===== config.mk =====
export PLATFORM = sky130hd
export DESIGN_NAME = uart_loader_flat
export DESIGN_NICKNAME = d
export VERILOG_FILES = /design/src/rtl/loader_pkg.sv /design/src/rtl/uart_loader_if.sv /design/src/rtl/loader_timeout.sv /design/src/rtl/uart_loader.sv /design/src/flat_wrapper.sv
export SDC_FILE = /design/constraint.sdc
export NUM_CORES = 1
export LEC_CHECK = 0
export ABC_AREA = 1
export BUFFER_PORTS_ARGS = -buffer_cell sky130_fd_sc_hd__buf_2
export CORE_MARGIN = 1.5
export CORE_UTILIZATION = 45
export CTS_CLUSTER_SIZE = 14
export DETAILED_ROUTE_END_ITERATION = 12
export MAX_ROUTING_LAYER = met4
export PLACE_DENSITY = 0.73
export SLEW_MARGIN = 40
export SYNTH_ARGS = -nofsm -noshare
export SYNTH_HDL_FRONTEND = slang
export SYNTH_HIERARCHICAL = 1
export SYNTH_SLANG_ARGS = --single-unit

===== constraint.sdc =====
create_clock -name i_clk -period 2.85 [get_ports i_clk]
set_input_delay 0.57 -clock i_clk [delete_from_list [all_inputs] [get_ports i_clk]]
set_output_delay 0.57 -clock i_clk [all_outputs]
set_load 0.02 [all_outputs]

===== src/rtl/loader_pkg.sv =====
// Shared definitions for the serial program loader: FSM encoding, default frame marker, checksum width.
package loader_pkg;

    localparam logic [7:0] DEF_SYNC_BYTE = 8'hA5;
    localparam int         CSUM_W        = 8;

    typedef enum logic [2:0] {
        S_IDLE,
        S_LEN_LO,
        S_LEN_HI,
        S_DATA,
        S_WRITE,
        S_CSUM,
        S_DONE,
        S_ERR
    } state_t;

endpackage


===== src/rtl/uart_loader_if.sv =====
// Byte-stream input (valid/ready) plus RAM write port and CPU control outputs of the loader.
interface uart_loader_if #(
    parameter int ADDR_W = 13
);
    logic [7:0]        i_rx_data;
    logic              i_rx_valid;
    logic              o_rx_ready;
    logic [ADDR_W-1:0] o_wr_addr;
    logic [31:0]       o_wr_data;
    logic              o_wr_en;
    logic              o_cpu_hold;
    logic              o_done;
    logic              o_err;

    modport slave (
        input  i_rx_data, i_rx_valid,
        output o_rx_ready, o_wr_addr, o_wr_data, o_wr_en, o_cpu_hold, o_done, o_err
    );

    modport master (
        output i_rx_data, i_rx_valid,
        input  o_rx_ready, o_wr_addr, o_wr_data, o_wr_en, o_cpu_hold, o_done, o_err
    );
endinterface


===== src/rtl/loader_timeout.sv =====
// Inter-byte watchdog: reloads on i_load or while not running, counts down otherwise.
// o_expired is a combinational pulse when the count reaches zero while running.
module loader_timeout #(
    parameter int TIMEOUT = 1_000_000
) (
    input  logic i_clk,
    input  logic i_rst,
    input  logic i_load,
    input  logic i_run,
    output logic o_expired
);
    localparam int              CNT_W    = ($clog2(TIMEOUT) > 0) ? $clog2(TIMEOUT) : 1;
    localparam logic [CNT_W-1:0] LOAD_VAL = CNT_W'(TIMEOUT - 1);

    logic [CNT_W-1:0] r_cnt;

    always_ff @(posedge i_clk) begin
        if (i_rst || i_load || !i_run) begin
            r_cnt <= LOAD_VAL;
        end else if (r_cnt != '0) begin
            r_cnt <= r_cnt - 1'b1;
        end
    end

    assign o_expired = i_run && !i_load && (r_cnt == '0);

endmodule


===== src/rtl/uart_loader.sv =====
// Framed byte stream -> little-endian 32-bit RAM words at consecutive addresses; CPU held while busy.
// Write strobe one cycle after a word's 4th byte; o_rx_ready drops only during that write cycle.
module uart_loader
    import loader_pkg::*;
#(
    parameter int         ADDR_W    = 13,
    parameter logic [7:0] SYNC_BYTE = DEF_SYNC_BYTE,
    parameter int         TIMEOUT   = 1_000_000
) (
    input  logic          i_clk,
    input  logic          i_rst,
    uart_loader_if.slave  bus
);
    state_t              r_state;
    state_t              w_state_next;
    logic                w_rx_ready;
    logic                w_accept;
    logic                w_expired;
    logic                w_is_sync;
    logic                w_len_too_big;
    logic                w_last_word;
    logic [15:0]         w_len;
    logic [CSUM_W-1:0]   w_csum_total;

    logic [7:0]          r_len_lo;
    logic [15:0]         r_len;
    logic [1:0]          r_idx;
    logic [ADDR_W:0]     r_words;
    logic [ADDR_W-1:0]   r_addr;
    logic [31:0]         r_word;
    logic [CSUM_W-1:0]   r_sum;
    logic                r_wr_en;
    logic                r_hold;
    logic                r_done;
    logic                r_err;

    assign w_accept      = bus.i_rx_valid && w_rx_ready;
    assign w_is_sync     = (bus.i_rx_data == SYNC_BYTE);
    assign w_len         = {bus.i_rx_data, r_len_lo};
    assign w_len_too_big = ({16'd0, w_len} > (32'd1 << ADDR_W));
    // Word counter is one bit wider than the address so a full 2^ADDR_W image terminates.
    assign w_last_word   = ((32'(r_words) + 32'd1) == {16'd0, r_len});
    assign w_csum_total  = r_sum + bus.i_rx_data;

    loader_timeout #(.TIMEOUT(TIMEOUT)) u_timeout (
        .i_clk     (i_clk),
        .i_rst     (i_rst),
        .i_load    (w_accept),
        .i_run     (r_state != S_IDLE),
        .o_expired (w_expired)
    );

    always_ff @(posedge i_clk) begin
        if (i_rst) begin
            r_state <= S_IDLE;
        end else begin
            r_state <= w_state_next;
        end
    end

    always_comb begin
        w_state_next = r_state;
        w_rx_ready   = (r_state != S_WRITE);
        case (r_state)
            S_IDLE: begin
                if (w_accept && w_is_sync) w_state_next = S_LEN_LO;
            end
            S_LEN_LO: begin
                if (w_accept)       w_state_next = S_LEN_HI;
                else if (w_expired) w_state_next = S_ERR;
            end
            S_LEN_HI: begin
                if (w_accept) begin
                    if (w_len_too_big)    w_state_next = S_ERR;
                    else if (w_len == '0) w_state_next = S_CSUM;
                    else                  w_state_next = S_DATA;
                end else if (w_expired) begin
                    w_state_next = S_ERR;
                end
            end
            S_DATA: begin
                if (w_accept) begin
                    if (r_idx == 2'd3) w_state_next = S_WRITE;
                end else if (w_expired) begin
                    w_state_next = S_ERR;
                end
            end
            S_WRITE: begin
                w_state_next = w_last_word ? S_CSUM : S_DATA;
            end
            S_CSUM: begin
                if (w_accept)       w_state_next = (w_csum_total == '0) ? S_DONE : S_ERR;
                else if (w_expired) w_state_next = S_ERR;
            end
            S_DONE:  w_state_next = S_IDLE;
            S_ERR:   w_state_next = S_IDLE;
            default: w_state_next = S_IDLE;
        endcase
    end

    always_ff @(posedge i_clk) begin
        if (i_rst) begin
            r_len_lo <= '0;
            r_len    <= '0;
            r_idx    <= '0;
            r_words  <= '0;
            r_addr   <= '0;
            r_word   <= '0;
            r_sum    <= '0;
            r_wr_en  <= 1'b0;
            r_hold   <= 1'b0;
            r_done   <= 1'b0;
            r_err    <= 1'b0;
        end else begin
            // Status flags are registered from the next state so they line up with it.
            r_wr_en <= (w_state_next == S_WRITE);
            r_done  <= (w_state_next == S_DONE);
            r_hold  <= (w_state_next != S_IDLE);

            if (r_state == S_IDLE && w_accept && w_is_sync) begin
                r_err <= 1'b0;
            end else if (w_state_next == S_ERR) begin
                r_err <= 1'b1;
            end

            if (r_state == S_WRITE) begin
                r_addr  <= r_addr + 1'b1;
                r_words <= r_words + 1'b1;
            end

            if (w_accept) begin
                case (r_state)
                    S_LEN_LO: r_len_lo <= bus.i_rx_data;
                    S_LEN_HI: begin
                        r_len   <= w_len;
                        r_addr  <= '0;
                        r_words <= '0;
                        r_idx   <= '0;
                        r_sum   <= '0;
                    end
                    S_DATA: begin
                        r_word[8*r_idx +: 8] <= bus.i_rx_data;
                        r_idx                <= r_idx + 1'b1;
                        r_sum                <= r_sum + bus.i_rx_data;
                    end
                    default: ;
                endcase
            end
        end
    end

    assign bus.o_rx_ready = w_rx_ready;
    assign bus.o_wr_addr  = r_addr;
    assign bus.o_wr_data  = r_word;
    assign bus.o_wr_en    = r_wr_en;
    assign bus.o_cpu_hold = r_hold;
    assign bus.o_done     = r_done;
    assign bus.o_err      = r_err;

endmodule

===== src/flat_wrapper.sv =====
// flat-port wrapper written by rule: the top's interface ports become plain ports
module uart_loader_flat import loader_pkg::*;
#(
    parameter int         ADDR_W    = 13,
    parameter logic [7:0] SYNC_BYTE = DEF_SYNC_BYTE,
    parameter int         TIMEOUT   = 1_000_000
)
  (i_clk, i_rst, bus_i_rx_data, bus_i_rx_valid, bus_o_rx_ready, bus_o_wr_addr, bus_o_wr_data, bus_o_wr_en, bus_o_cpu_hold, bus_o_done, bus_o_err);
  uart_loader_if #(.ADDR_W(ADDR_W)) bus_i ();
  input  logic i_clk;
  input  logic i_rst;
  input wire logic [$bits(bus_i.i_rx_data)-1:0] bus_i_rx_data;
  input wire logic [$bits(bus_i.i_rx_valid)-1:0] bus_i_rx_valid;
  output wire logic [$bits(bus_i.o_rx_ready)-1:0] bus_o_rx_ready;
  output wire logic [$bits(bus_i.o_wr_addr)-1:0] bus_o_wr_addr;
  output wire logic [$bits(bus_i.o_wr_data)-1:0] bus_o_wr_data;
  output wire logic [$bits(bus_i.o_wr_en)-1:0] bus_o_wr_en;
  output wire logic [$bits(bus_i.o_cpu_hold)-1:0] bus_o_cpu_hold;
  output wire logic [$bits(bus_i.o_done)-1:0] bus_o_done;
  output wire logic [$bits(bus_i.o_err)-1:0] bus_o_err;
  assign bus_i.i_rx_data = bus_i_rx_data;
  assign bus_i.i_rx_valid = bus_i_rx_valid;
  assign bus_o_rx_ready = bus_i.o_rx_ready;
  assign bus_o_wr_addr = bus_i.o_wr_addr;
  assign bus_o_wr_data = bus_i.o_wr_data;
  assign bus_o_wr_en = bus_i.o_wr_en;
  assign bus_o_cpu_hold = bus_i.o_cpu_hold;
  assign bus_o_done = bus_i.o_done;
  assign bus_o_err = bus_i.o_err;
  uart_loader #(.ADDR_W(ADDR_W), .SYNC_BYTE(SYNC_BYTE), .TIMEOUT(TIMEOUT)) u_core (.i_clk(i_clk), .i_rst(i_rst), .bus(bus_i));
endmodule

==> out/metrics.cfg, run 1 <==
[outcome]
status=complete, no violations

[floorplan]
dieArea_mm2=0.0147
start_util_pct=45.7
ioPinCount=61
die_w_um=121
core_area_mm2=0.0138
die_h_um=121
rows=43

[synth]
netlist.area_leader.share_pct=38.1
synth.distinct_cells=45
yosysMostFrequentCell=nand2_1
synth_seq_area_share_pct=38.1
yosys.area.top_type=dfxtp_1
syn_area_per_cell_um2=6.90
synth_edf_count=0
syn_area_mm2=0.00630
yosys-top-cells-area=dfxtp_1, nand2_1, nor2_1
netlist_instances=913
async_flop_share_pct=0
synth_ff_type=dfxtp_1
ys_top_cells_by_count=nand2_1, nor2_1, dfxtp_1
synth-seq-cells=120
yosys_warnings=6
synth_nets=942

[sta]
worstMarginPinSlew_ps=580
setup_violations=0
hold_viol=0
clock_skew_ps=7.65
min_period_ps=2260
tns_ps=0
drv_slew=0
relSlewSlack_pct=61.0
rsz0062_at_grt=false
max_clock_freq_mhz=442
fin_crit_sh_pct=79.3

[power]
p_per_area_mw_per_mm2=572
max-vdd-ir-drop_v=0.000407
power.leakage_nw=3.37

[finish]
fin_util_pct=54.0
area_growth_pct=18.0
drive_above_1_share_pct=14.9
diodes=0
final_nets=1002

[cts]
cts_tree=yes
cts_repair_resize_count=0
clock-sinks=120
cts_setup_buffers=0
clk_latency_ps=420
clockBufferDepth=2
cts_hold_buffers=0
path_clk_slew_ps=50
h-tree-depth=4
numCtsBuffers=17
root_buffer=clkbuf_16

[grt]
grt_overflow=0
track_usage_pct=22.9
grt_pass1_vias=5406
grt_max_degree=33
grt_pass1_wl_um=25900
antenna_found_initial=0

[worst_setup_path]
worstPathArrival_ps=2570
worst-path-max-fanout=7
critPathLaunchType=flip-flop
worstReg2RegEnd=u_core/bus.o_cpu_hold
cp-end-kind=flip-flop
r2r_slack_ps=590
r2r_cells=18
required_ps=3160
cp-startpoint=u_core/r_words[0]
critPathKind=flip-flop to flip-flop
reg2reg_from=u_core/r_words[0]

[place]
dp_hpwl_um=10600
gp_congestion=0.876
io_buffers=60

[route]
num_vias=6014
drc=0
dr.pass1.iters=5
viasPerCell=5.16
ant_nets=0
drtIter0Drc=501
drt-total-wl_um=15600
wl_per_cell_um=13.4

[min_path]
hold-path-cell-count=2
hold_path_end=u_core/bus.o_wr_addr[12]
min_from=u_core/bus.o_wr_addr[12]
holdCritPathClass=flip-flop to flip-flop

[flow_run]
max_cap_viol_count=0

## logic make-up (layout without fill, tap and decap cells)
kind of cell / count (synthesis) / after routing / synth area share [%]
and+or+nand+nor: 488 / 488 / 36.1
AOI/OAI and AO/OA: 143 / 143 / 11.9
buffers and inverters: 131 / 203 / 8.42
DFF: 120 / 120 / 38.1
adders and majority gates: 18 / 18 / 3.69
xor gates and xnor gates: 13 / 13 / 1.81
## layout by cell type (no fill, tap or decap), drive strengths merged, types with 2 or more instances in the layout
| cell type | count |
|---|---|
| nand2 | 216 |
| nor2 | 145 |
| dfxtp | 120 |
| inv | 100 |
| a21oi | 75 |
| buf | 70 |
| nand3 | 59 |
| o21ai | 53 |
| nand4 | 32 |
| clkbuf | 19 |
| ha | 17 |
| nor3 | 17 |
| nand3b | 13 |
| xor2 | 10 |
| bufinv | 6 |
| clkinv | 6 |
| a31oi | 5 |
| o211ai | 4 |
| nor4 | 4 |
| xnor2 | 3 |
| clkinvlp | 2 |
| or2 | 2 |
## worst max path at each step
stage          cells past startpoint                    end
2_1_floorplan                     14  u_core/bus.o_cpu_hold
3_3_place_gp                      15  u_core/bus.o_cpu_hold
3_5_place_dp                      15  u_core/bus.o_cpu_hold
4_1_cts                           18  u_core/bus.o_cpu_hold
5_1_grt                           18  u_core/bus.o_cpu_hold
6_report                          18  u_core/bus.o_cpu_hold
## per-layer routing
layer  up-vias  global-route usage (%)  share of wire (%)
met5         -                       -                  0
met4         0                    6.84                1.4
met3        20                    5.64                5.9
met2       166                    37.2                 48
met1      2715                    28.3                 45
li1       3113                       -                  -
## power breakdown
group / internal (W) / switching [W]
clock: 0.00166 / 0.000777
combinational: 0.0000355 / 0.0000919
sequential: 0.00168 / 0.00000480
## per-stage QoR
stage               setup slack, ps  power [W]  hold slack (ps)  instance area, um2  instances
floorplan                       598    0.00180              444                6300        913
global placement                286    0.00185              441                6770       1134
detailed placement              240    0.00185              456                6770       1134
CTS                             605    0.00429              465                7430       1165
global route                    387    0.00439              483                7430       1165
finish                          590    0.00425              459                7430       1165
## worst max-delay path: stages (launching register included)
cell and delay (ps):
dfxtp_1 420, ha_1 260, nand2_1 140, nor2_4 200
nand3_1 100, nand2_1 60, nand2_1 90, nand2_1 70
nand2_1 60, nor2_1 120, nand2_1 90, nor2_2 120
nand2_1 60, nand2_1 70, nand2_2 60, nand2_1 70
nand2_1 60, nand2_1 60, nand2_1 50
## flip-flops by register name (all words and copies together), names as in the netlist
register and flops:
u_core/bus.o_wr_data 32, u_core/bus.o_wr_addr 13, u_core/bus.o_cpu_hold 1, u_core/r_idx 2, u_core/r_words 14, u_core/r_state 3, u_core/bus.o_done 1, u_core/r_len 16
u_core/u_timeout/r_cnt 20, u_core/bus.o_wr_en 1, u_core/r_len_lo 8, u_core/r_sum 8, u_core/bus.o_err 1
## final cells by class
cell class	instances	area, um2
tap	180	225
sequential	120	2400
clock buffer	19	443
fill	1315	6340
multi-input combinational	662	3370
inverter	102	387
clock inverter	12	223
timing repair buffer	70	388
(Power assumes the default switching activity.)
==> run 2: changes to the inputs <==
- clock period: 2.85 -> 2.35 ns (I/O delays scaled with it)
==> run 2 against run 1 <==
Against the previous run: first-iteration DRC count down 18%; sequential share of layout area down 0.10 points; via count increased by 1.4%; worst hold slack worse by 58 ps; final area is 0.37% higher; final cell count rose by 1.0%; non-clock buffer count rose by 11; register-to-register slack worse by 360 ps; total power grew 14%; critical path depth is 4 lower; count of clock-buffer cells in the layout rose by 1; sequential cell count did not move; critical endpoint unchanged.
==> out/metrics.cfg, run 2 (synthesis results as in run 1) <==
[route]
ant_nets=0  ; unchanged
drtIter0Drc=409  ; was 501
dr.max_layer_used=met4  ; unchanged
viasPerCell=5.18  ; was 5.16
wl_met2_um=7360  ; was 7470 um
wl_per_cell_um=13.2  ; was 13.4 um
drt-total-wl_um=15600  ; about the same
drc=0  ; unchanged
dr.pass1.iters=6  ; was 5
dr_wl_met3_um=882  ; was 921 um
num_vias=6097  ; was 6014
met1_length_um=7010  ; was 6970 um

[worst_setup_path]
worstPathArrival_ps=2440  ; was 2570 ps
critPathKind=flip-flop to flip-flop  ; unchanged
critPathLaunchType=flip-flop  ; unchanged
required_ps=2660  ; was 3160 ps
worst-path-max-fanout=3  ; was 7
cp-end-kind=flip-flop  ; unchanged

[cts]
cts_tree=yes  ; unchanged
numCtsBuffers=17  ; unchanged
clockBufferDepth=2  ; unchanged
cts_hold_buffers=0  ; unchanged
root_buffer=clkbuf_16  ; unchanged
clk_latency_ps=420  ; about the same
h-tree-depth=4  ; unchanged
clock-sinks=120  ; unchanged
path_clk_slew_ps=60  ; was 50 ps

[sta]
min_period_ps=2120  ; was 2260 ps
drv_slew=0  ; unchanged
hold_viol=0  ; unchanged
clock_skew_ps=11.0  ; was 7.65 ps
fin_crit_sh_pct=90.4  ; was 79.3%
worst_slack_ps=226  ; was 590 ps
relSlewSlack_pct=63.0  ; was 61.0%
setup_violations=0  ; unchanged
worstMarginPinSlew_ps=555  ; was 580 ps
hold_ws_ps=401  ; was 459 ps
max_clock_freq_mhz=471  ; was 442 MHz
rsz0062_at_grt=true  ; was false

[grt]
grt_overflow=0  ; unchanged
grt_max_degree=35  ; was 33
antenna_found_initial=0  ; unchanged
track_usage_pct=22.6  ; was 22.9%
grt_pass1_wl_um=25800  ; was 25900 um
grt_pass1_vias=5629  ; was 5406

[floorplan]
start_util_pct=45.7  ; unchanged
die_w_um=121  ; unchanged
ioPinCount=61  ; unchanged
dieArea_mm2=0.0147  ; unchanged
die_h_um=121  ; unchanged
rows=43  ; unchanged
core_area_mm2=0.0138  ; unchanged

[outcome]
status=complete, no violations  ; unchanged

[power]
power.total_w=0.00486  ; was 0.00425 W
p_per_area_mw_per_mm2=651  ; was 572 mW/mm2
power.leakage_nw=3.39  ; was 3.37 nW
max-vdd-ir-drop_v=0.000449  ; was 0.000407 V

[finish]
area_growth_pct=18.5  ; was 18.0%
diodes=0  ; unchanged
layout_common_cells=nand2_1, nor2_1, dfxtp_1  ; unchanged
final_nets=1013  ; was 1002
largest_register_ff_count=32  ; unchanged
final_common_cell=nand2_1  ; unchanged
drive_above_1_share_pct=16.3  ; was 14.9%

[place]
post-place-ws_ps=-128  ; was 240 ps
gp_congestion=0.913  ; was 0.876
dp_hpwl_um=10800  ; was 10600 um
io_buffers=60  ; unchanged

[flow_run]
max_cap_viol_count=0  ; unchanged

[min_path]
holdCritPathClass=primary input to flip-flop  ; was flip-flop to flip-flop

## run 2: cell types whose count changed in the layout (fill, tap and decap cells not counted), sizes merged
| cell | previous run | this run |
|---|---|---|
| clkbuf | 19 | 20 |
| clkinv | 6 | 8 |
| buf | 70 | 81 |
| clkinvlp | 2 | 3 |
| bufinv | 6 | 3 |
## run 2: power breakdown
group	switching (W)	total (W)	internal (W)
clock network	0.000955	0.00264	0.00169
registers	0.00000592	0.00205	0.00204
logic	0.000116	0.000167	0.0000511
total	0.00108	0.00486	0.00378
## run 2: timing repair
item | 4_1_cts | 5_1_grt
gates resized for setup | 0 | 6
hold endpoints to repair | 0 | 0
setup endpoints to repair | 0 | 11
buffers inserted | 0 | 1
## run 2: worst max-delay path, cell delays in order (launching register included)
cell and delay (ps):
dfxtp_1 330, ha_1 190, fa_2 450, nor2_1 110, nand2_1 60, nor2_1 100, nand3_1 80, nor2_1 110
nand3_1 90, nand2_1 70, nand4_1 130, inv_1 110, nand2_1 80, nand2_1 60, nand2_1 40
## run 2: final cells by class
type	count	area, um2
fillers	1352	6310
repair buffers	81	458
flip-flops and latches	120	2400
multi-input cells	662	3390
inverters	102	387
well taps	180	225
clock buffers	20	447
clock inverters	12	150
## run 2: path summary, 6_finish.rpt
check | from | end | slack, ps | cells past startpoint
max | u_core/r_sum[0] | u_core/bus.o_cpu_hold | 230 | 14
min | i_rst | u_core/r_sum[6] | 400 | 2
max reg2reg | u_core/r_sum[0] | u_core/bus.o_cpu_hold | 230 | 14
min reg2reg | u_core/bus.o_wr_data[9] | u_core/bus.o_wr_data[9] | 470 | 2
## run 2: through the flow
step	setup TNS, ps	cell area [um2]	instances	utilization, %
floorplan	0	6300	913	-
CTS	0	7430	1176	53.9
finish	0	7460	1177	54.2
global route	-10.3	7460	1177	54.2
detailed placement	-294	6830	1144	49.6
global placement	-89.6	6830	1144	49.6
## run 2: per-layer routing
| layer | global-route usage (%) | vias up |
|---|---|---|
| li1 | - | 3126 |
| met1 | 26.9 | 2761 |
| met2 | 37.5 | 178 |
| met3 | 4.89 | 32 |
| met4 | 8.60 | 0 |
| met5 | - | - |
==> run 3: changes to the inputs <==
- SETUP_SLACK_MARGIN: unset -> 0.4
==> run 3 against run 2 <==
Against the previous run: first-iteration DRC count fell by 20%; sequential power barely moved; count of clock-buffer cells in the layout decreased by 2; total power rose by 5.5%; final cell count grew 1.0%; worst hold slack better by 4.6 ps; sequential share of layout area is 0.89 points lower; largest cell class unchanged; largest power group unchanged.
==> out/metrics.cfg, run 3 (synthesis results as in run 1) <==
[outcome]
status=complete, no violations  ; unchanged

[power]
p_per_area_mw_per_mm2=664  ; was 651 mW/mm2
power.leakage_nw=3.50  ; was 3.39 nW
max-vdd-ir-drop_v=0.000508  ; was 0.000449 V

[cts]
cts_hold_buffers=0  ; unchanged
numCtsBuffers=17  ; unchanged
cts_tree=yes  ; unchanged
h-tree-depth=4  ; unchanged
path_clk_slew_ps=60  ; about the same
root_buffer=clkbuf_16  ; unchanged
clockBufferDepth=2  ; unchanged
clk_latency_ps=420  ; about the same
clock-sinks=120  ; unchanged

[sta]
hold_ws_ps=405  ; was 401 ps
setup_violations=0  ; unchanged
max_clock_freq_mhz=481  ; was 471 MHz
min_period_ps=2080  ; was 2120 ps
relSlewSlack_pct=66.0  ; was 63.0%
drv_slew=0  ; unchanged
clock_skew_ps=7.23  ; was 11.0 ps
hold_viol=0  ; unchanged
fin_crit_sh_pct=88.5  ; was 90.4%
tns_ps=0  ; unchanged
rsz0062_at_grt=true  ; unchanged
worstMarginPinSlew_ps=508  ; was 555 ps

[route]
ant_nets=0  ; unchanged
drt-total-wl_um=15500  ; was 15600 um
drtIter0Drc=327  ; was 409
viasPerCell=5.08  ; was 5.18
drc=0  ; unchanged
dr.pass1.iters=5  ; was 6
num_vias=6043  ; was 6097
wl_per_cell_um=13.0  ; was 13.2 um

[floorplan]
ioPinCount=61  ; unchanged
rows=43  ; unchanged
dieArea_mm2=0.0147  ; unchanged
core_area_mm2=0.0138  ; unchanged
die_h_um=121  ; unchanged
start_util_pct=45.7  ; unchanged
die_w_um=121  ; unchanged

[grt]
antenna_found_initial=0  ; unchanged
grt_overflow=0  ; unchanged
track_usage_pct=22.2  ; was 22.6%
grt_max_degree=34  ; was 35
grt_pass1_wl_um=25200  ; was 25800 um
grt_pass1_vias=5393  ; was 5629

[worst_setup_path]
worstPathArrival_ps=2390  ; was 2440 ps
worst-path-max-fanout=3  ; unchanged
cp-end-kind=flip-flop  ; unchanged
critPathLaunchType=flip-flop  ; unchanged
required_ps=2660  ; about the same
critPathKind=flip-flop to flip-flop  ; unchanged

[finish]
drive_above_1_share_pct=20.1  ; was 16.3%
area_growth_pct=22.6  ; was 18.5%
largest_register_ff_count=32  ; unchanged
layout_common_cells=nand2_1, nor2_1, dfxtp_1  ; unchanged
final_nets=1024  ; was 1013
final_common_cell=nand2_1  ; unchanged

[place]
dp_hpwl_um=10700  ; was 10800 um
io_buffers=60  ; unchanged
gp_congestion=0.928  ; was 0.913

[min_path]
holdCritPathClass=primary input to flip-flop  ; unchanged

[flow_run]
max_cap_viol_count=0  ; unchanged

-- run 3: critical path, cell delays in order (launching register included) --
cell and delay, ps:
dfxtp_2 330, ha_4 160, fa_2 380, xnor2_2 150
nand2_1 70, nor2_1 100, nand3_1 70, nor2_1 80
nand3_1 90, nand2_1 90, nand4_1 140, buf_4 170
nand4_1 80, a21oi_1 60
-- run 3: layout make-up --
class,count,area (um2)
diodes,1,2.50
clock buffers,18,439
clock inverters,14,221
fillers,1295,6050
inverters,102,388
multi-input cells,662,3470
flip-flops and latches,120,2420
well taps,180,225
repair buffers,92,561
-- run 3: what timing repair did --
| item | 4_1_cts | 5_1_grt |
|---|---|---|
| setup endpoints to repair | 23 | 31 |
| gates cloned | 0 | 0 |
| hold endpoints to repair | 0 | 0 |
| gates resized for setup | 10 | 28 |
| pin swaps | 7 | 8 |
| setup buffers | 5 | 6 |
-- run 3: worst paths after layout --
| path | start | to | slack [ps] | cells past startpoint |
|---|---|---|---|---|
| setup reg to reg | u_core/r_sum[0] | u_core/bus.o_err | 270 | 13 |
| setup / recovery | u_core/r_sum[0] | u_core/bus.o_err | 270 | 13 |
| hold / removal | i_rst | u_core/r_sum[2] | 410 | 2 |
| hold reg to reg | u_core/bus.o_wr_addr[12] | u_core/bus.o_wr_addr[12] | 460 | 2 |
-- run 3: power breakdown --
group | switching (W) | total (W) | internal, W
Clock | 0.000989 | 0.00290 | 0.00191
Sequential | 0.00000631 | 0.00205 | 0.00204
Combinational | 0.000120 | 0.000178 | 0.0000581
-- run 3: routing by layer --
layer | share of wire [%] | global-route usage (%) | vias up | wire length, um
met5 | 0 | - | - | 0
met4 | 1.4 | 8.16 | 0 | 220
met3 | 4.2 | 4.84 | 20 | 648
met2 | 47 | 35.1 | 143 | 7300
met1 | 47 | 27.8 | 2737 | 7340
li1 | - | - | 3143 | -
-- run 3: through the flow --
step | worst slack [ps] | cell area, um2 | utilization [%] | cells | power [W]
finish | 270 | 7720 | 56.1 | 1189 | 0.00513
CTS | 310 | 7600 | 55.2 | 1182 | 0.00517
global placement | 57.4 | 6860 | 49.8 | 1145 | 0.00226
global route | 80.1 | 7720 | 56.0 | 1188 | 0.00528
detailed placement | 38.8 | 6860 | 49.8 | 1145 | 0.00226
floorplan | 325 | 6320 | - | 913 | 0.00219
